[src/rtl/fifo_write_arbiter.sv]
// Round-robin arbiter sharing one FIFO write port between NUM_REQ producers.
// Grants are held for a burst of up to MAX_BURST beats; writes are paced one per two cycles.
module fifo_write_arbiter #(
    parameter int unsigned NUM_REQ   = 2,
    parameter int unsigned DW        = 32,
    parameter int unsigned MAX_BURST = 4,
    localparam int unsigned IW = (NUM_REQ > 1) ? $clog2(NUM_REQ) : 1,
    localparam int unsigned CW = $clog2(MAX_BURST + 1)
) (
    input  logic                  clk,
    input  logic                  rst_n,
    input  logic [NUM_REQ-1:0]    req_valid,
    input  logic [NUM_REQ*DW-1:0] req_data,
    input  logic [NUM_REQ-1:0]    req_last,
    output logic [NUM_REQ-1:0]    req_ready,
    input  logic                  fifo_full_n,
    output logic                  fifo_in_valid,
    output logic [DW-1:0]         fifo_di,
    output logic [IW-1:0]         fifo_src,
    output logic [NUM_REQ-1:0]    grant,
    output logic                  busy
);

    typedef enum logic [0:0] {StIdle, StBurst} state_e;

    state_e               state_q, state_d;
    logic [NUM_REQ-1:0]   grant_q, grant_d;
    logic                 busy_q, busy_d;
    logic                 fifo_in_valid_q, fifo_in_valid_d;
    logic [DW-1:0]        fifo_di_q, fifo_di_d;
    logic [IW-1:0]        fifo_src_q, fifo_src_d;
    logic [CW-1:0]        beat_cnt_q, beat_cnt_d;
    logic [IW-1:0]        last_idx_q, last_idx_d;
    logic [IW-1:0]        owner_q, owner_d;

    logic                 found;
    logic [IW-1:0]        pick;
    logic [DW-1:0]        sel_data;
    logic                 sel_last;
    logic                 beat_acc;
    logic [CW-1:0]        cnt_inc;

    // The ~fifo_in_valid term leaves a gap so the registered full flag is seen before each beat.
    always_comb begin
        req_ready = '0;
        if (state_q == StBurst && fifo_full_n && !fifo_in_valid_q) begin
            req_ready = grant_q;
        end
    end

    assign beat_acc = |(req_valid & req_ready);
    assign sel_last = |(req_last & grant_q);
    assign cnt_inc  = beat_cnt_q + CW'(1);

    // Round-robin: first requester above last_idx, otherwise lowest index overall (wrap).
    always_comb begin
        found = 1'b0;
        pick  = '0;
        for (int i = 0; i < int'(NUM_REQ); i++) begin
            if (!found && req_valid[i] && (IW'(i) > last_idx_q)) begin
                found = 1'b1;
                pick  = IW'(i);
            end
        end
        for (int i = 0; i < int'(NUM_REQ); i++) begin
            if (!found && req_valid[i]) begin
                found = 1'b1;
                pick  = IW'(i);
            end
        end
    end

    always_comb begin
        sel_data = '0;
        for (int i = 0; i < int'(NUM_REQ); i++) begin
            if (owner_q == IW'(i)) begin
                sel_data = req_data[i*DW +: DW];
            end
        end
    end

    always_comb begin
        state_d         = state_q;
        grant_d         = grant_q;
        busy_d          = busy_q;
        fifo_in_valid_d = 1'b0;
        fifo_di_d       = fifo_di_q;
        fifo_src_d      = fifo_src_q;
        beat_cnt_d      = beat_cnt_q;
        last_idx_d      = last_idx_q;
        owner_d         = owner_q;
        unique case (state_q)
            StIdle: begin
                if (found) begin
                    for (int i = 0; i < int'(NUM_REQ); i++) begin
                        grant_d[i] = (IW'(i) == pick);
                    end
                    owner_d    = pick;
                    busy_d     = 1'b1;
                    beat_cnt_d = '0;
                    state_d    = StBurst;
                end
            end
            StBurst: begin
                if (beat_acc) begin
                    fifo_in_valid_d = 1'b1;
                    fifo_di_d       = sel_data;
                    fifo_src_d      = owner_q;
                    beat_cnt_d      = cnt_inc;
                    if (sel_last || (cnt_inc == CW'(MAX_BURST))) begin
                        state_d    = StIdle;
                        grant_d    = '0;
                        busy_d     = 1'b0;
                        last_idx_d = owner_q;
                    end
                end
            end
            default: state_d = StIdle;
        endcase
    end

    always_ff @(posedge clk or negedge rst_n) begin
        if (!rst_n) begin
            state_q         <= StIdle;
            grant_q         <= '0;
            busy_q          <= 1'b0;
            fifo_in_valid_q <= 1'b0;
            fifo_di_q       <= '0;
            fifo_src_q      <= '0;
            beat_cnt_q      <= '0;
            last_idx_q      <= IW'(NUM_REQ - 1);
            owner_q         <= '0;
        end else begin
            state_q         <= state_d;
            grant_q         <= grant_d;
            busy_q          <= busy_d;
            fifo_in_valid_q <= fifo_in_valid_d;
            fifo_di_q       <= fifo_di_d;
            fifo_src_q      <= fifo_src_d;
            beat_cnt_q      <= beat_cnt_d;
            last_idx_q      <= last_idx_d;
            owner_q         <= owner_d;
        end
    end

    assign grant         = grant_q;
    assign busy          = busy_q;
    assign fifo_in_valid = fifo_in_valid_q;
    assign fifo_di       = fifo_di_q;
    assign fifo_src      = fifo_src_q;

endmodule

[config.mk]
export PLATFORM = sky130hd
export DESIGN_NAME = fifo_write_arbiter
export DESIGN_NICKNAME = d
export VERILOG_FILES = /design/src/rtl/fifo_write_arbiter.sv
export SDC_FILE = /design/constraint.sdc
export NUM_CORES = 1
export LEC_CHECK = 0
export BUFFER_PORTS_ARGS = -buffer_cell sky130_fd_sc_hd__buf_4
export CAP_MARGIN = 20
export CELL_PAD_IN_SITES_DETAIL_PLACEMENT = 1
export CELL_PAD_IN_SITES_GLOBAL_PLACEMENT = 2
export CORE_UTILIZATION = 28
export DETAILED_ROUTE_END_ITERATION = 6
export PLACE_DENSITY = 0.95
export SKIP_LAST_GASP = 1
export SYNTH_ARGS = -nofsm -noshare
export SYNTH_HDL_FRONTEND = slang
export SYNTH_SLANG_ARGS = --single-unit
[constraint.sdc]
create_clock -name clk -period 3.95 [get_ports clk]
set_input_delay 1.185 -clock clk [delete_from_list [all_inputs] [get_ports clk]]
set_output_delay 1.185 -clock clk [all_outputs]
set_load 0.02 [all_outputs]
Yosys cells after proc, flatten, opt, wreduce, memory -nomap -nowiden
Cells that the tools add are included.
{"block": "totals", "inputBits": 71, "regBits": 43}
{"block": "op_classes", "n_addsub": 1, "magnitude_cmp": 2, "reduce_logical": 19, "bitwise": 4, "n_eq_ne": 4, "muxes": 26}
{"cell": "2-to-1 mux 32 bit", "count": 1}
{"cell": "2-to-1 mux 1 bit", "count": 15}
{"cell": "2-to-1 mux 2 bit", "count": 4}
{"cell": "logical AND 1 bit", "count": 7}
{"cell": "2-to-1 mux 3 bit", "count": 2}
{"cell": "one-hot mux 3 bit (2 select lines)", "count": 1}
{"cell": "AND reduction 2 bit", "count": 3}
{"cell": "AND reduction 3 bit", "count": 2}
{"cell": "bitwise AND 2 bit", "count": 2}
{"cell": "logical NOT 1 bit", "count": 4}
{"cell": "inequality test 2 x 1 -> 1 bit, second input constant", "count": 2}
{"cell": "one-hot mux 1 bit (2 select lines)", "count": 2}
{"cell": "one-hot mux 2 bit (2 select lines)", "count": 1}
{"cell": "OR reduction 2 bit", "count": 2}
{"cell": "adder 3 x 1 -> 3 bit, second input constant", "count": 1}
{"cell": "== test 3 bit, second input constant", "count": 1}
{"cell": "> comparator 1 bit, first input constant", "count": 2}
{"cell": "inequality test 2 bit, second input constant", "count": 1}
{"cell": "inverter 1 bit", "count": 2}
{"cell": "logical OR 1 bit", "count": 1}

Longest topological paths before layout
{"block": "depth", "depth_word": 16, "depth_mapped": 6, "depth_no_buf": 4}

Worst setup path before layout
Ideal clock, no wire load.
{"block": "synth_timing", "path_kind": "input port to output port", "start": "input fifo_full_n", "end": "output req_ready[1]", "setup_slack_ns": 0.906, "n_path_buf": 2, "path_stages": 4, "required_time_ns": 2.765, "t_arrival_ns": 1.859, "cell_sequence": "and3b_1 buf_4 buf_2 and2_1"}
{"block": "synth_between", "elab_chain_len": 3}
{"item": "from (decl)", "line": "16", "source": "input logic fifo_full_n,"}
{"item": "logical AND 1 bit (2 in series)", "line": "46", "source": "if (state_q == StBurst && fifo_full_n && !fifo_in_valid_q) begin"}
{"item": "2-to-1 mux 2 bit", "line": "46"}
{"item": "to (decl)", "line": "15", "source": "output logic [NUM_REQ-1:0] req_ready,"}
Every way passes these cells.

Worst setup path in the final report
Ends and elaborated chain as after synthesis.

==> flow_metrics.env <==
export IMPL_async_flop_share_pct=100
export IMPL_p_leak_nw=1.47
export IMPL_hp_class="reg -> reg"
export IMPL_via_per_inst=4.83
export IMPL_path_max_fanout=3
export IMPL_ios=110
export IMPL_cts_sinks=43
export IMPL_area_growth_syn_to_layout_pct=45.5
export IMPL_critPathLaunch="fifo_full_n"
export IMPL_synth_top_family_by_area="compound AO/OA/AOI/OAI gates"
export IMPL_slew_violations=0
export IMPL_cts_hold_buffers=0
export IMPL_overflow=0
export IMPL_cts_setup_buffers=0
export IMPL_cts_inserted_buffers=5
export IMPL_synth_area_per_cell_sq_um=10.6
export IMPL_synth_edf_count=0
export IMPL_power_density_nw_per_um2=761
export IMPL_synth_distinct_cells=33
export IMPL_grt_pass1_wl_microns=9490
export IMPL_detail_route_antenna_nets=0
export IMPL_worstSetupPathType="in -> out"
export IMPL_setup_tns_ns=0
export IMPL_wl_per_cell_microns=15.3
export IMPL_period_needed_ns=2.99
export IMPL_setup_viol=0
export IMPL_synth_largest_area_cell="dfrtp_1"
export IMPL_synth_ff_type="dfrtp_1"
export IMPL_grt_max_degree=44
export IMPL_synth_compound_area_share_pct=22.0
export IMPL_max_slew_margin_rel_pct=34.7
export IMPL_synth_cells=200
export IMPL_antenna_found_initial=0
export IMPL_cts_resized=0
export IMPL_outcome="completed"
export IMPL_syn_area_sq_um=2120
export IMPL_die_x_microns=89.0
export IMPL_wl_microns=6160
export IMPL_required_ns=2.76
export IMPL_synth_simple_area_share_pct=5.20
export IMPL_synth_area_top_cells="dfrtp_1 50%, a21oi_1 16%, mux2i_1 15%"
export IMPL_synth_xor_area_share_pct=0.413
export IMPL_hold_violations=0
export IMPL_die_h_microns=89.0
export IMPL_port_buffers=109
export IMPL_final_nets=375
export IMPL_cts_htree_levels=2
export IMPL_num_vias=1940
export IMPL_clock_skew_ns=0.00452
export IMPL_gp_congestion=0.730
export IMPL_drc_errors=0
export IMPL_tightest_slew_ns=0.979
export IMPL_clockBufferDepth=2
export IMPL_yosys_warnings=0
export IMPL_clock_latency_ns=0.28
export IMPL_rr_worst_depth=4
export IMPL_crit_path_start_kind="input port"
export IMPL_synth_top_area_share_pct=49.6
export IMPL_max_vdd_ir_drop_mv=0.223
export IMPL_r2r_end="grant[0]$_DFFE_PN0P_"
export IMPL_num_rows=31
export IMPL_worstPathArrival_ns=1.80
export IMPL_fmax_ghz=0.335
export IMPL_r2r_slack_ns=1.95
export IMPL_crit_path_end_kind="primary output"
export IMPL_die_area_sq_um=7920
export IMPL_critPathCapture="req_ready[1]"
export IMPL_cts_root_buf="clkbuf_8"
export IMPL_cts_tree="yes"
export IMPL_track_usage_pct=15.6
export IMPL_holdWs_ns=0.531
export IMPL_synth_mux_area_share_pct=15.1
export IMPL_start_util_pct=29.0
export IMPL_cap_violations=0
export IMPL_worst_r2r_startpoint="state_q$_DFF_PN0_"
export IMPL_grt_pass1_vias=2042
export IMPL_yosysSeqAreaShare_pct=50.9
export IMPL_rsz0062_at_grt="false"
export IMPL_antenna_cells=0
export IMPL_drt_pass1_iterations=4
export IMPL_core_sq_um=7290
export IMPL_synthAdderAreaFrac_pct=1.18
export IMPL_synth_seq_cells=43
export IMPL_clk_pin_slew_worst_paths_ns=0.08
export IMPL_final_layout_size_suffix_gt1_share_pct=40.6
export IMPL_synth_fp_nets=273
export IMPL_first_iter_violations=84
export IMPL_fin_util_pct=42.3
export IMPL_period_share_pct=75.6
export IMPL_hpwlAfterDp_microns=4530
## layout make-up
type                            count  area (sq um)
Sequential cell                    43          1080
Tap cell                           99           124
Inverter                            2          7.51
Timing Repair Buffer              112           841
Multi-Input combinational cell    138           931
Clock buffer                        8           100
Fill cell                         884          4210
## placed cells by master (no fill, tap or decap), drive strengths merged, types with 3 or more instances in the layout
master	Yosys	final
o211ai	3	3
clkbuf	0	8
dfrtp	42	42
mux2i	32	32
o21ai	4	4
nor2	4	4
nand2	3	3
a21oi	67	67
buf	17	112
a2bb2oi	3	3
## synthesized netlist by cell type, types with 2 or more instances
| library cell | instances |
|---|---|
| nor2_1 | 3 |
| nand3b_1 | 2 |
| ha_1 | 2 |
| o211ai_1 | 3 |
| nand2_1 | 3 |
| dfrtp_1 | 42 |
| buf_6 | 2 |
| a2bb2oi_1 | 3 |
| a21oi_1 | 67 |
| nand3_1 | 2 |
| inv_1 | 2 |
| buf_2 | 13 |
| mux2i_1 | 32 |
| buf_4 | 2 |
| and2_1 | 2 |
| o21ai_0 | 3 |
## metal layers
metal  GRT usage (%)  part of all wire (%)  up-vias
met4            3.90                  0.58        0
li1                -                     -      932
met3            3.42                   6.2        5
met2            28.8                    53       64
met5               0                     0        -
met1            18.4                    41      939
## metrics by stage
step / total power [mW] / instance area (sq um) / instances / setup slack [ns]
finish: 2.34 / 3080 / 402 / 0.963
global route: 2.51 / 3080 / 402 / 0.934
CTS: 2.38 / 3080 / 402 / 0.954
detailed placement: 2.07 / 2980 / 394 / 0.954
global placement: 2.02 / 2980 / 394 / 0.967
floorplan: 1.56 / 2120 / 200 / 0.906
## state kept, by name, summed over array words and instances, names as in the netlist
name / count
fifo_di: 32
beat_cnt_q: 3
grant: 2
busy: 1
fifo_in_valid: 1
fifo_src: 1
last_idx_q: 1
owner_q: 1
state_q: 1
## logic make-up after synthesis
logic type | Yosys count
simple gates | 19
xor+xnor | 1
mux | 32
fa+ha+maj | 2
buf+inv | 19
compound gates | 84
flops | 43
## power breakdown
| part | total, mW | switching, mW | internal [mW] |
|---|---|---|---|
| sequential | 0.866 | 0.219 | 0.647 |
| combinational | 1.17 | 0.628 | 0.545 |
| clock | 0.305 | 0.145 | 0.160 |
## worst min path at each step
stage                                    to                    start  slack [ns]  cells after the start
global placement     fifo_di[5]$_DFFE_PN0P_   fifo_di[5]$_DFFE_PN0P_        0.50                      2
floorplan            last_idx_q$_DFFE_PN1P_   last_idx_q$_DFFE_PN1P_        0.50                      2
global route        fifo_di[17]$_DFFE_PN0P_  fifo_di[17]$_DFFE_PN0P_        0.56                      2
finish                 fifo_src$_DFFE_PN0P_     fifo_src$_DFFE_PN0P_        0.53                      2
detailed placement   fifo_di[7]$_DFFE_PN0P_   fifo_di[7]$_DFFE_PN0P_        0.52                      2
CTS                 fifo_di[27]$_DFFE_PN0P_  fifo_di[27]$_DFFE_PN0P_        0.54                      2
## worst max-delay path, cell delays in order
cell	delay [ns]
buf_4	0.12
and3b_1	0.18
and2_1	0.17
buf_4	0.15
No activity file was read; power rests on OpenSTA's default activity.
